`src/rtl/mem_access_ctrl_pkg.sv`:
```
// Shared encodings for the memory-access sequencer: FSM state codes, ALU function
// selects and the control-word layout consumed by the RAM datapath.
package mem_access_ctrl_pkg;

  localparam logic [2:0] S_IDLE  = 3'd0;
  localparam logic [2:0] S_ST    = 3'd1;
  localparam logic [2:0] S_LD_RD = 3'd2;
  localparam logic [2:0] S_LD_WB = 3'd3;
  localparam logic [2:0] S_FIN   = 3'd4;

  // ALU function-select codes; these must track the ALU's own decoder.
  localparam logic [4:0] FS_AND  = 5'b00000;
  localparam logic [4:0] FS_OR   = 5'b00100;
  localparam logic [4:0] FS_ADD  = 5'b01000;
  localparam logic [4:0] FS_SUB  = 5'b01001;
  localparam logic [4:0] FS_XOR  = 5'b01100;
  localparam logic [4:0] FS_NOT  = 5'b10000;
  localparam logic [4:0] FS_SHL  = 5'b10100;
  localparam logic [4:0] FS_SHR  = 5'b11000;

  typedef struct packed {
    logic [4:0]  sa;
    logic [4:0]  sb;
    logic [4:0]  da;
    logic [4:0]  fs;
    logic [63:0] k;
    logic        k_sel;
    logic        c0;
    logic        w;
    logic        en_b;
    logic        en_alu;
    logic        en_addr;
    logic        cs;
    logic        we;
    logic        oe;
  } ctrl_word_t;

endpackage

```
`src/rtl/mem_ctrl_word_gen.sv`:
```
// Combinational decode of the sequencer state and latched request fields into
// the datapath control word. IDLE and FIN drive an all-zero word.
module mem_ctrl_word_gen
  import mem_access_ctrl_pkg::*;
#(
  parameter int         LEN_W  = 3,
  parameter logic [4:0] FS_SEL = FS_ADD
) (
  input  logic [2:0]       state_i,
  input  logic [4:0]       rn_i,
  input  logic [4:0]       rt_i,
  input  logic [63:0]      imm_i,
  input  logic [LEN_W-1:0] idx_i,
  output ctrl_word_t       cw_o
);

  logic [4:0]  reg_idx;
  logic [63:0] k_addr;

  // Register index wraps mod 32; address offset wraps mod 2^64.
  assign reg_idx = rt_i + 5'(idx_i);
  assign k_addr  = imm_i + (64'(idx_i) << 3);

  always_comb begin
    cw_o = '0;
    if (state_i == S_ST || state_i == S_LD_RD || state_i == S_LD_WB) begin
      cw_o.sa      = rn_i;
      cw_o.fs      = FS_SEL;
      cw_o.k       = k_addr;
      cw_o.k_sel   = 1'b1;
      cw_o.en_addr = 1'b1;
      cw_o.cs      = 1'b1;
    end
    case (state_i)
      S_ST: begin
        cw_o.sb   = reg_idx;
        cw_o.en_b = 1'b1;
        cw_o.we   = 1'b1;
      end
      S_LD_RD: begin
        cw_o.da = reg_idx;
        cw_o.oe = 1'b1;
      end
      S_LD_WB: begin
        cw_o.da = reg_idx;
        cw_o.oe = 1'b1;
        cw_o.w  = 1'b1;
      end
      default: ;
    endcase
  end

endmodule

```
`src/rtl/mem_access_ctrl.sv`:
```
// Sequencer for LDUR/STUR-style single and burst accesses; owns the FSM, word
// index and latched request, and drives the datapath control inputs directly.
module mem_access_ctrl
  import mem_access_ctrl_pkg::*;
#(
  parameter int         MAX_LEN = 4,
  parameter int         LEN_W   = 3,
  parameter logic [4:0] FS_ADD  = 5'b01000
) (
  input  logic             clk,
  input  logic             rst,
  input  logic             req_valid,
  output logic             req_ready,
  input  logic             req_store,
  input  logic [4:0]       req_rn,
  input  logic [4:0]       req_rt,
  input  logic [63:0]      req_imm,
  input  logic [LEN_W-1:0] req_len,
  output logic             busy,
  output logic             done,
  output logic [4:0]       SA,
  output logic [4:0]       SB,
  output logic [4:0]       DA,
  output logic [4:0]       FS,
  output logic [63:0]      K,
  output logic             K_SEL,
  output logic             C0,
  output logic             W,
  output logic             EN_B,
  output logic             EN_ALU,
  output logic             EN_ADDR,
  output logic             CS,
  output logic             WE,
  output logic             OE
);

  logic [2:0]       state_q, state_d;
  logic [LEN_W-1:0] idx_q, idx_d;
  logic [LEN_W-1:0] len_q, len_d;
  logic [4:0]       rn_q, rn_d;
  logic [4:0]       rt_q, rt_d;
  logic [63:0]      imm_q, imm_d;
  logic [LEN_W-1:0] eff_len;
  logic             last;
  ctrl_word_t       cw;

  always_comb begin
    if (req_len == '0)                      eff_len = LEN_W'(1);
    else if (req_len > LEN_W'(MAX_LEN))     eff_len = LEN_W'(MAX_LEN);
    else                                    eff_len = req_len;
  end

  assign last = (idx_q == len_q - LEN_W'(1));

  always_comb begin
    state_d = state_q;
    idx_d   = idx_q;
    len_d   = len_q;
    rn_d    = rn_q;
    rt_d    = rt_q;
    imm_d   = imm_q;
    case (state_q)
      S_IDLE: if (req_valid) begin
        state_d = req_store ? S_ST : S_LD_RD;
        idx_d   = '0;
        len_d   = eff_len;
        rn_d    = req_rn;
        rt_d    = req_rt;
        imm_d   = req_imm;
      end
      S_ST: begin
        idx_d = idx_q + LEN_W'(1);
        if (last) state_d = S_FIN;
      end
      S_LD_RD: state_d = S_LD_WB;
      S_LD_WB: begin
        idx_d   = idx_q + LEN_W'(1);
        state_d = last ? S_FIN : S_LD_RD;
      end
      default: state_d = S_IDLE;
    endcase
  end

  always_ff @(posedge clk or negedge rst) begin
    if (!rst) begin
      state_q <= S_IDLE;
      idx_q   <= '0;
      len_q   <= '0;
      rn_q    <= '0;
      rt_q    <= '0;
      imm_q   <= '0;
    end else begin
      state_q <= state_d;
      idx_q   <= idx_d;
      len_q   <= len_d;
      rn_q    <= rn_d;
      rt_q    <= rt_d;
      imm_q   <= imm_d;
    end
  end

  mem_ctrl_word_gen #(.LEN_W(LEN_W), .FS_SEL(FS_ADD)) u_cw (
    .state_i (state_q),
    .rn_i    (rn_q),
    .rt_i    (rt_q),
    .imm_i   (imm_q),
    .idx_i   (idx_q),
    .cw_o    (cw)
  );

  // Ready is held low while reset is asserted so no request slips in at release.
  assign req_ready = rst && (state_q == S_IDLE);
  assign busy      = (state_q != S_IDLE);
  assign done      = (state_q == S_FIN);

  assign SA      = cw.sa;
  assign SB      = cw.sb;
  assign DA      = cw.da;
  assign FS      = cw.fs;
  assign K       = cw.k;
  assign K_SEL   = cw.k_sel;
  assign C0      = cw.c0;
  assign W       = cw.w;
  assign EN_B    = cw.en_b;
  assign EN_ALU  = cw.en_alu;
  assign EN_ADDR = cw.en_addr;
  assign CS      = cw.cs;
  assign WE      = cw.we;
  assign OE      = cw.oe;

endmodule

```
`config.mk`:
```
export PLATFORM = sky130hd
export DESIGN_NAME = mem_access_ctrl
export DESIGN_NICKNAME = d
export VERILOG_FILES = /design/src/rtl/mem_access_ctrl_pkg.sv /design/src/rtl/mem_ctrl_word_gen.sv /design/src/rtl/mem_access_ctrl.sv
export SDC_FILE = /design/constraint.sdc
export NUM_CORES = 1
export LEC_CHECK = 0
export BUFFER_PORTS_ARGS = -buffer_cell sky130_fd_sc_hd__buf_2
export CORE_MARGIN = 1.5
export CORE_UTILIZATION = 35
export DETAILED_ROUTE_END_ITERATION = 8
export PLACE_DENSITY = 0.6
export SYNTH_ARGS = -nofsm -noshare
export SYNTH_HDL_FRONTEND = slang
export SYNTH_SLANG_ARGS = --single-unit
```
`constraint.sdc`:
```
create_clock -name clk -period 2.9 [get_ports clk]
set_input_delay 0.145 -clock clk [delete_from_list [all_inputs] [get_ports clk]]
set_output_delay 0.145 -clock clk [all_outputs]
set_load 0.01 [all_outputs]
```
# Word level (Yosys, flattened, before mapping)
# Cells that the tools add are included.
# Widths: inputs -> output; s select.
# totals
regBits	83
inputBits	81
out_inout_bits	96
elab_cells	47
# op_classes
add_sub_neg	4
order_cmp	1
eq_ne	7
muxes	17
n_reduce_logical	12
# ops
cell	count
$mux 69	1
$add 64x6->64	1
$mux 3	6
$mux 5	3
$pmux 3 s4	1
$eq 3x2->1 const B	2
$logic_not 3->1	2
$pmux 3 s2	1
$reduce_and 2->1	3
$add 5x3->5	1
$mux 2	2
$ne 2x2->1 const B	2
$reduce_or 2->1	2
$add 3x1->3 const B	1
$eq 3x1->1 const B	1
$eq 3x3->1	1
$eq 3x3->1 const B	1
$gt 3x3->1 const B	1
$mux 1	3
$reduce_bool 3->1	1
$sub 3x1->3 const B	1
$logic_or 1x1->1	2
$reduce_bool 2->1	1
$logic_and 1x1->1	1

# Depth between registers and ports, before layout
# Gate-level depths: netlist of the first run.
# logic_depth
depth_word	4
depth_mapped	8

# By module
# From an unflattened synthesis of the first run, not the netlist that was laid out.
# hier_totals
cells_unflattened	534
area_unflattened_um2	5620.4
# by_module_without_submodules
module	instances	cells_each	area_per_inst_um2	seq_area_each_um2
mem_access_ctrl	1	204	3627.2	2077.0
mem_ctrl_word_gen	1	330	1993.2	0.0

# Worst setup path before layout of the first run
# Ideal clock, no wire load.
# synth_path
path_kind	flip-flop to output port
from	register idx_q[2]
to	output K[54]
arrival_ns	2.364
setup_slack_ns	0.391
stages_incl_launch_ff	7
cell_sequence	dfrtp_1 ha_1 nand3_1 a211o_1 or4_4 or4_1 a21oi_1
# synth_between
elab_chain_cells	2
# synth_lines
item	line	text
from (decl)	mem_access_ctrl.sv:38	logic [LEN_W-1:0] idx_q, idx_d;
from (signal assigned)	mem_access_ctrl.sv:94	idx_q <= idx_d;
$add 64x6->64	mem_ctrl_word_gen.sv:22	assign k_addr = imm_i + (64'(idx_i) << 3);
$mux 69	mem_ctrl_word_gen.sv:26	if (state_i == S_ST || state_i == S_LD_RD || state_i == S_LD_WB) begin
to (decl)	mem_access_ctrl.sv:25	output logic [63:0] K,
# No other way between the ends.

# Worst setup path after layout of the first run
# Ends and elaborated chain as after synthesis.

==> flow_metrics.tcl, run 1 <==
set metrics [dict create \
    status "finished, violations left" \
    violations "negative setup slack" \
    crit_path_max_fanout 5 \
    synth.most_common_cell "nand2_1" \
    yosysWarnings 0 \
    final_core_utilization_pct 50.0 \
    initial_utilization_pct 35.8 \
    ys_seq_area_share_pct 39.9 \
    synth.area.top_cells "dfrtp_1 40%, nand2_1 18%, xor2_1 4.5%, a21oi_1 3.3%, nor2_1 3.2%" \
    synth.top_cells.by_count "252 x nand2_1, 83 x dfrtp_1, 45 x nor2_1" \
    insertion_delay_ns 0.34 \
    post_synth_design_cell_area_mm2 0.00520 \
    post_route_cells_drive_above_1_share_pct 24.7 \
    synth_cell_type_count 39 \
    final-seq-area_mm2 0.00208 \
    syn_avg_cell_area_um2 7.55 \
    fin_worst_skew_ns 0.00333 \
    drt_wl_total_mm 15.9 \
    detailed_route_wirelength_on_metal2_mm 7.31 \
    rsz0062_at_grt "true" \
    route.top_layer_used "met4" \
    largest_net_degree_at_the_start_of_global_routing 47 \
    grt_antenna_before_repair 0 \
    dp.cells 1025 \
    first_pass_iters 4 \
    htree_num_levels 3 \
    cap_violations 0 \
    cellLeakagePower_nw 3.65 \
    multiInputGateArea_mm2 0.00297 \
    cts_root_buffer "clkbuf_16" \
    final-setup-viol-count 1 \
    antenna_cells 0 \
    pwr_density_cell_mw_per_mm2 993 \
    vias_in_the_first_global_route 5281 \
    row_count 44 \
    transition_time_at_the_pin_with_the_least_slew_margin_ns 0.622 \
    synth.ff_latch_count 83 \
    post-route-min-period_ns 2.92 \
    vdd_drop_max_v 0.000495 \
    report.final.slew_viol_count 0 \
    post-synth-top-area-fraction_pct 39.9 \
    hold_viol 0 \
    die_area_mm2 0.0156 \
    wl_met3_um 960 \
    dp_hpwl_mm 11.1 \
    critPathLaunchType "flop" \
    post_drt_via_cell_ratio 4.92 \
    final_nets 1014 \
    grt_pass1_wl_mm 26.3 \
    design.core.area_mm2 0.0145 \
    die_w_um 125 \
    clk_pin_slew_ns 0.06 \
    asyncSetResetFlopFracSynth_pct 100 \
    tritoncts.num_buffers 9 \
    nFillCells 1511 \
    synth_enable_flop_cells 0 \
    crit_path_top_delay_cell "or4_1" \
    wirelength_met1_mm 7.39 \
    chipHeight_um 125 \
    timing.fmax_mhz 343 \
    synth_largest_area_cell "dfrtp_1" \
    timing_worst_setup_path_type "flop to output pin" \
    cpPeakStageDelay_ns 0.48 \
    hold_class "input pin to flop" \
    route.antenna.remaining_nets 0 \
    detailedRoute.firstIterationViolations 311 \
    finish.cell_count_without_fillers 1112 \
    detailroute.via_count 5467 \
    fin_total_pwr_mw 7.22 \
    ys.flop_type "dfrtp_1" \
    global_route.usage.total_pct 20.7 \
    required_ns 2.76 \
    final_critical_path_setup_slack_ns -0.0154 \
    fin_crit_sh_pct 101 \
    flow.area_growth_from_synthesis_pct 39.7 \
    timing.max_slew.rel_slack_pct 58.5 \
    clock_tree.buffer_depth 2 \
    global_route.overflow_total 0 \
    crit_path_cell_trace "ha_4, nand3_2, a211o_1, or4_4, or4_1, a21oi_1, buf_2" \
    postSynthCellCount 689 \
    top_level_ports 177 \
    port-buffer-count 170 \
    cts_tree "done" \
    drc 0 \
    final_gp_congestion 0.759 \
    cp-end-kind "output pin" \
    arrival_ns 2.77 \
    routed_wire_length_per_instance_um 14.3 \
    clock_sink_count 83 \
]
[critical path, delay by kind of cell, from the launching register on]
family          cells  cell delay (ns)
compound gates      2             0.49
fa+ha+maj           1             0.31
buf+inv             1             0.15
flops               1             0.42
simple gates        3             1.05
[cell type report]
cell class | count | share of cell area, %
Sequential cell | 83 | 28.6
Inverter | 9 | 0.465
Timing Repair Buffer | 259 | 23.2
Clock inverter | 2 | 0.138
Clock buffer | 14 | 3.63
Multi-Input combinational cell | 561 | 40.9
Tap cell | 184 | 3.17
[stage by stage]
| step | setup WS, ns | hold WS, ns | instance area (um^2) | setup TNS, ns |
|---|---|---|---|---|
| global placement | 0.262 | 0.216 | 6260 | 0 |
| global route | -0.120 | 0.0103 | 7270 | -0.279 |
| detailed placement | 0.230 | 0.209 | 6260 | 0 |
| CTS | -0.0199 | 0.000107 | 7210 | -0.0199 |
| finish | -0.0154 | 0.00919 | 7270 | -0.0154 |
| floorplan | 0.391 | -0.151 | 5220 | 0 |
[report_power, final]
group | leakage (nW) | switching (mW) | internal [mW]
registers | 1.04 | 0.652 | 1.69
logic | 2.48 | 2.22 | 1.57
clock network | 0.137 | 0.454 | 0.625
total | 3.65 | 3.33 | 3.89
[routing by layer]
layer / global-route usage, % / vias to the layer above
met5: 0 / -
met4: 4.68 / 0
met3: 5.28 / 16
met2: 32.8 / 151
met1: 28.7 / 2554
li1: - / 2746
[placed cells by master (no fill, tap or decap), types with 5 or more instances in the layout]
| master | synthesis | final |
|---|---|---|
| buf_4 | 10 | 29 |
| nand2_1 | 252 | 251 |
| xnor2_1 | 14 | 14 |
| and2_1 | 16 | 15 |
| conb_1 | 1 | 6 |
| inv_1 | 9 | 9 |
| buf_2 | 2 | 169 |
| nor3_1 | 8 | 8 |
| or3_1 | 22 | 22 |
| a21oi_1 | 34 | 33 |
| clkbuf_16 | 0 | 9 |
| ha_1 | 8 | 6 |
| nand4_1 | 23 | 23 |
| nor2_1 | 45 | 45 |
| and3_1 | 12 | 12 |
| or4_1 | 5 | 5 |
| dfrtp_1 | 83 | 83 |
| nand3_1 | 26 | 24 |
| dlygate4sd3_1 | 0 | 60 |
| xor2_1 | 27 | 27 |
| o21ai_0 | 27 | 27 |
[state kept, by name (all words and copies together) (netlist names)]
name     cells
idx_q        3
imm_q       64
len_q        3
rn_q         5
rt_q         5
state_q      3
[cell families (layout without fill, tap and decap cells)]
kind of cell	count (synthesis)	in the layout	share of synthesized area, %
AND/OR/NAND/NOR	432	432	38.6
AO/OA/AOI/OAI	72	72	7.46
buffers and inverters	50	284	4.38
flip-flops	83	83	39.9
other	1	6	0.0721
XOR/XNOR	41	41	6.90
adder cells (fa/ha/maj)	10	10	2.69
[worst paths after layout]
| check | startpoint | end | slack (ns) | cells after the start |
|---|---|---|---|---|
| setup / recovery | idx_q[2] | K[54] | -0.02 | 7 |
| hold / removal | req_imm[52] | imm_q[52] | 0.009 | 3 |
| setup reg to reg | state_q[1] | idx_q[1] | 0.90 | 4 |
| hold reg to reg | imm_q[1] | imm_q[1] | 0.47 | 2 |
| max in group asynchronous | rst | idx_q[0] | 1.80 | 3 |
| min in group asynchronous | rst | state_q[1] | 0.36 | 2 |
[repair_timing]
action,CTS,global route
pin swaps,2,4
endpoints found under the setup margin,9,27
buffers inserted,5,6
resized for setup,6,2
hold endpoints to repair,102,0
hold buffers,60,0
No activity file was read; power rests on OpenSTA's default activity.
==> run 2: changes to the inputs <==
- GPL_TIMING_DRIVEN: default -> 0
- SKIP_CTS_REPAIR_TIMING: default -> 1
==> run 2 against run 1 <==
The run ends with negative hold slack, negative setup slack left. Clock-buffer cell count shrank 3. Sequential cell count is the same. First-iteration DRC count shrank 16%. Non-clock buffer count shrank 2. Fmax shrank 2.7%. Via count shrank 0.64%. Register-to-register slack lost 0.51 ns. Sequential power is essentially flat. Critical path depth is the same. Final cell count shrank 0.18%. Power grew 6.2%. Design area shrank 0.38%.
==> flow_metrics.tcl, run 2 (synthesis results as in run 1) <==
set metrics [dict create \
    die_area_mm2 0.0156 \
    port-buffer-count 170 \
    status "finished, violations left" \
    fin_crit_sh_pct 103 \
    fin_worst_skew_ns 0.00998 \
    global_route.usage.total_pct 20.9 \
    largest_net_degree_at_the_start_of_global_routing 45 \
    detailedRoute.firstIterationViolations 261 \
    cap_violations 0 \
    report.final.slew_viol_count 0 \
    hold_viol 26 \
    grtUsageMet1_pct 29.2 \
    finish.instance_area_mm2 0.00724 \
    most_common_library_cell_in_the_layout_ignoring_fill_and_taps "nand2_1" \
    final_nets 1012 \
    timing_worst_setup_path_type "flop to output pin" \
    cellLeakagePower_nw 3.64 \
    grt_pass1_wl_mm 26.0 \
    place_worst_setup_slack_ns -0.00458 \
    final-setup-viol-count 3 \
    routed_wire_length_per_instance_um 14.9 \
    pwr_density_cell_mw_per_mm2 1060 \
    top_level_ports 177 \
    die_w_um 125 \
    post-route-min-period_ns 3.00 \
    flow.area_growth_from_synthesis_pct 39.2 \
    row_count 44 \
    timing.max_slew.rel_slack_pct 47.6 \
    insertion_delay_ns 0.36 \
    dp_hpwl_mm 12.0 \
    hold_class "input pin to flop" \
    cts_root_buffer "clkbuf_16" \
    route.antenna.remaining_nets 0 \
    detailroute.via_count 5432 \
    drt_wl_total_mm 16.5 \
    critPathLaunchType "flop" \
    timing.fmax_mhz 334 \
    rsz0062_at_grt "true" \
    final_gp_congestion 0.819 \
    required_ns 2.76 \
    max_ffs_per_register 64 \
    arrival_ns 2.85 \
    violations "negative hold slack, negative setup slack" \
    max_flop_register "imm_q" \
    global_route.overflow_total 0 \
    clock_sink_count 83 \
    design.core.area_mm2 0.0145 \
    htree_num_levels 3 \
    clk_pin_slew_ns 0.07 \
    clock_tree.buffer_depth 2 \
    vdd_drop_max_v 0.000480 \
    cp-end-kind "output pin" \
    crit_path_max_fanout 5 \
    chipHeight_um 125 \
    dp.cells 1049 \
    setup_total_negative_slack_ns -0.171 \
    first_pass_iters 4 \
    gr-max-usage-layer "met2" \
    largestRegisters "imm_q x64, rn_q x5, rt_q x5" \
    post_drt_via_cell_ratio 4.89 \
    grt_antenna_before_repair 0 \
    post_route_cells_drive_above_1_share_pct 27.6 \
    layout.cells.most_common_list "251 x nand2_1, 168 x buf_2, 80 x dfrtp_1" \
    initial_utilization_pct 35.8 \
    grtUsageMet2_pct 33.3 \
    vias_in_the_first_global_route 4958 \
    tritoncts.num_buffers 9 \
    fin_total_pwr_mw 7.66 \
    postPlaceCellArea_mm2 0.00633 \
    finish.cell_count_without_fillers 1110 \
    hold-worst-slack_ns -0.0249 \
    cts_tree "done" \
    grt_met3_use_pct 4.04 \
    final_critical_path_setup_slack_ns -0.0956 \
    drc 0 \
    antenna_cells 0 \
    transition_time_at_the_pin_with_the_least_slew_margin_ns 0.781 \
]
==> run 2: cell types whose count changed in the layout (fill, tap and decap cells not counted), sizes merged <==
| cell | change |
|---|---|
| buf | +7 |
| dlygate4sd3 | -36 |
| bufinv | +2 |
| clkinvlp | +1 |
| clkbuf | +24 |
==> run 2: stage by stage <==
stage / utilization, % / hold WS [ns]
final: 49.8 / -0.0249
after global routing: 49.8 / 0.00221
after CTS: 45.7 / -0.200
after detailed placement: 43.6 / 0.177
after global placement: 43.4 / 0.336
after floorplan: - / -0.151
==> run 2: where the power goes <==
part,switching [mW],internal [mW],total (mW)
Sequential,0.647,1.69,2.34
Combinational,2.38,1.70,4.09
Clock,0.481,0.752,1.23
Total,3.51,4.15,7.66
==> run 2: final timing paths <==
path / from / end / slack (ns) / cells after the start
max in group asynchronous: rst / imm_q[21] / 1.96 / 3
min in group asynchronous: rst / rt_q[4] / 0.32 / 2
hold reg to reg: imm_q[2] / imm_q[2] / 0.46 / 2
setup / recovery: idx_q[2] / K[54] / -0.1 / 7
hold / removal: req_imm[7] / imm_q[7] / -0.02 / 3
setup reg to reg: state_q[1] / imm_q[30] / 0.39 / 7
==> run 2: routing by layer <==
metal	vias to the layer above	wire, um
met5	-	0
met1	2529	7810
li1	2752	-
met2	137	7630
met3	14	864
met4	0	198
==> run 2: area by class of cell <==
type | instances | area (um^2)
Inverter | 9 | 33.8
Clock inverter | 5 | 77.6
Tap cell | 184 | 230
Buffer | 40 | 196
Sequential cell | 83 | 2080
Multi-Input combinational cell | 561 | 3090
Timing Repair Buffer | 217 | 1300
Fill cell | 1514 | 7290
Clock buffer | 11 | 233
==> run 2: critical path: stages, from the launching register on <==
cell and delay, ns:
dfrtp_2 0.44, ha_4 0.31, nand3_4 0.09, a211o_1 0.33, or4_4 0.54, or4_4 0.51, a21oi_4 0.14, buf_6 0.12
==> run 3: changes to the inputs <==
- ABC_AREA: default -> 1
- HOLD_SLACK_MARGIN: default -> 0.12
- PLACE_DENSITY: 0.6 -> 0.59
- SLEW_MARGIN: default -> 10
==> run 3 against run 2 <==
Core utilization is 0.094 points lower. The flow now finishes without violations. Largest power group unchanged. First-iteration DRC count is 33% higher. Setup slack better by 0.23 ns. Clock skew is 0.00096 ns lower.
==> flow_metrics.tcl, run 3 <==
set metrics [dict create \
    timing_worst_setup_path_type "flop to output pin" \
    postSynthCellCount 943 \
    hold_class "input pin to flop" \
    crit_path_top_delay_cell "dfrtp_2" \
    largestRegisters "imm_q x64, rn_q x5, rt_q x5" \
    pwr_density_cell_mw_per_mm2 987 \
    most_common_library_cell_in_the_layout_ignoring_fill_and_taps "nand2_1" \
    vdd_drop_max_v 0.000616 \
    synth.area.top_cells "dfrtp_1 35%, nand2_1 20%, nor2_1 12%, o21ai_0 6.3%, inv_1 6.0%" \
    dp.cells 1339 \
    antenna_cells 0 \
    final-setup-viol-count 0 \
    final_gp_congestion 0.963 \
    setup.reg_to_reg.worst_slack_ns 0.59 \
    status "finished clean" \
    final_nets 1301 \
    tritoncts.num_buffers 9 \
    syn_avg_cell_area_um2 6.33 \
    min_to "len_q[0]" \
    timing.max_slew.rel_slack_pct 58.1 \
    required_ns 2.76 \
    die_area_mm2 0.0178 \
    asyncSetResetFlopFracSynth_pct 100 \
    reg2regPathDepth 8 \
    drt_wl_total_mm 22.3 \
    timing.critical_path.buf_inv 1 \
    grt_pass1_wl_mm 33.5 \
    arrival_ns 2.62 \
    design.core.area_mm2 0.0166 \
    max_ffs_per_register 64 \
    critPathLaunchType "flop" \
    ys_seq_area_share_pct 34.8 \
    cellLeakagePower_nw 4.02 \
    cpPeakStageDelay_ns 0.45 \
    synth.ff_latch_count 83 \
    grt_antenna_before_repair 0 \
    crit_path_max_fanout 6 \
    post_drt_via_cell_ratio 4.74 \
    post-route-min-period_ns 2.77 \
    crit_path_cell_trace "ha_2, fa_1, nand2_2, nand2_2, nand2_1, nor2_1, nand2_1, nor2_1, nor3_1, buf_2" \
    route.antenna.remaining_nets 0 \
    timing.fmax_mhz 361 \
    post_route_cells_drive_above_1_share_pct 20.4 \
    clock_tree.buffer_depth 2 \
    global_route.overflow_total 0 \
    cp-end-kind "output pin" \
    port-buffer-count 170 \
    synth_largest_area_cell "dfrtp_1" \
    routed_wire_length_per_instance_um 15.5 \
    row_count 47 \
    clk_pin_slew_ns 0.07 \
    vias_in_the_first_global_route 6278 \
    fin_crit_sh_pct 95.5 \
    transition_time_at_the_pin_with_the_least_slew_margin_ns 0.629 \
    critPathTopFamily "simple AND/OR/NAND/NOR gates" \
    hold_viol 0 \
    flow.area_growth_from_synthesis_pct 38.6 \
    layout.cells.most_common_list "316 x nand2_1, 186 x nor2_1, 171 x buf_2" \
    cts_root_buffer "clkbuf_16" \
    timing.rr.end "len_q[1]" \
    synth.most_common_cell "nand2_1" \
    die_w_um 134 \
    largest_net_degree_at_the_start_of_global_routing 61 \
    top_level_ports 177 \
    ys.flop_type "dfrtp_1" \
    dp_hpwl_mm 17.6 \
    nFillCells 1735 \
    synth.top_cells.by_count "316 x nand2_1, 186 x nor2_1, 95 x inv_1" \
    finish.cell_count_without_fillers 1435 \
    drc 0 \
    final_core_utilization_pct 49.7 \
    holdCritStartpoint "req_len[2]" \
    max_flop_register "imm_q" \
    worst_r2r_startpoint "state_q[0]" \
    clock_sink_count 83 \
    first_pass_iters 5 \
    post-synth-top-area-fraction_pct 34.8 \
    detailroute.via_count 6806 \
    initial_utilization_pct 35.9 \
    fin_worst_skew_ns 0.00902 \
    min_path_cells 4 \
    insertion_delay_ns 0.36 \
    cap_violations 0 \
    global_route.usage.total_pct 24.9 \
    detailedRoute.firstIterationViolations 346 \
    fin_total_pwr_mw 8.16 \
    synth_enable_flop_cells 0 \
    report.final.slew_viol_count 0 \
    cts_tree "done" \
    yosysWarnings 0 \
    synth_cell_type_count 32 \
    chipHeight_um 134 \
    post_synth_design_cell_area_mm2 0.00597 \
    htree_num_levels 3 \
]
run 3: changes by cell type after synthesis, moves of 12 or more:
| cell | delta |
|---|---|
| nor2_1 | +141 |
| o21ai_0 | +48 |
| clkbuf_1 | -16 |
| or3_1 | -22 |
| nand2_1 | +64 |
| a21oi_1 | -14 |
| inv_1 | +86 |
| and3_1 | -12 |
| nand4_1 | -16 |
run 3: tightest hold or removal path, delay by kind of cell:
family	cells	cell delay, ns
AOI/OAI and AO/OA	2	0.14
buffers and inverters	1	0.07
and+or+nand+nor	1	0.04
run 3: logic make-up after synthesis:
logic type	Yosys count	synth area share, %
and+or+nand+nor	598	41.7
buffers and inverters	129	9.35
AOI/OAI and AO/OA	102	8.85
DFF	83	34.8
xor gates and xnor gates	20	2.93
adders and majority gates	10	2.35
other	1	0.0628
run 3: final cells by class:
| type | count | area, um^2 | share of cell area, % |
|---|---|---|---|
| inverter | 97 | 364 | 4.40 |
| buffer | 32 | 194 | 2.34 |
| timing repair buffer | 251 | 1680 | 20.3 |
| clock inverter | 5 | 86.3 | 1.04 |
| sequential | 83 | 2080 | 25.1 |
| clock buffer | 11 | 233 | 2.81 |
| multi-input combinational | 736 | 3370 | 40.7 |
| tap | 220 | 275 | 3.33 |
run 3: per-layer routing:
| metal | vias to the layer above | wire, um | track usage (%) |
|---|---|---|---|
| met5 | - | 0 | 0 |
| met4 | 0 | 629 | 8.33 |
| met3 | 32 | 1210 | 5.82 |
| met2 | 210 | 9940 | 38.4 |
| met1 | 3115 | 10500 | 34.2 |
| li1 | 3449 | - | - |
run 3: stage by stage:
step	hold slack, ns	instance area, um^2	setup TNS [ns]	setup slack, ns
final	0.0850	8280	0	0.131
after global routing	0.133	8280	-0.0295	-0.0295
after CTS	-0.290	7460	-0.0672	-0.0672
after detailed placement	0.0899	7140	0	0.325
after global placement	0.340	7110	0	0.326
after floorplan	-0.151	5990	0	0.818
run 3: worst max path at each step:
stage / cells past startpoint / startpoint / end / slack (ns)
global route: 10 / idx_q[0] / K[31] / -0.03
CTS: 11 / idx_q[0] / K[41] / -0.07
finish: 10 / idx_q[0] / K[31] / 0.13
floorplan: 9 / idx_q[0] / K[25] / 0.82
global placement: 11 / idx_q[0] / K[41] / 0.33
detailed placement: 11 / idx_q[0] / K[41] / 0.32
run 3: where the power goes:
group          internal (mW)  switching [mW]
Clock                  0.762           0.519
Sequential              1.72           0.633
Combinational           1.67            2.86
Total                   4.16            4.01
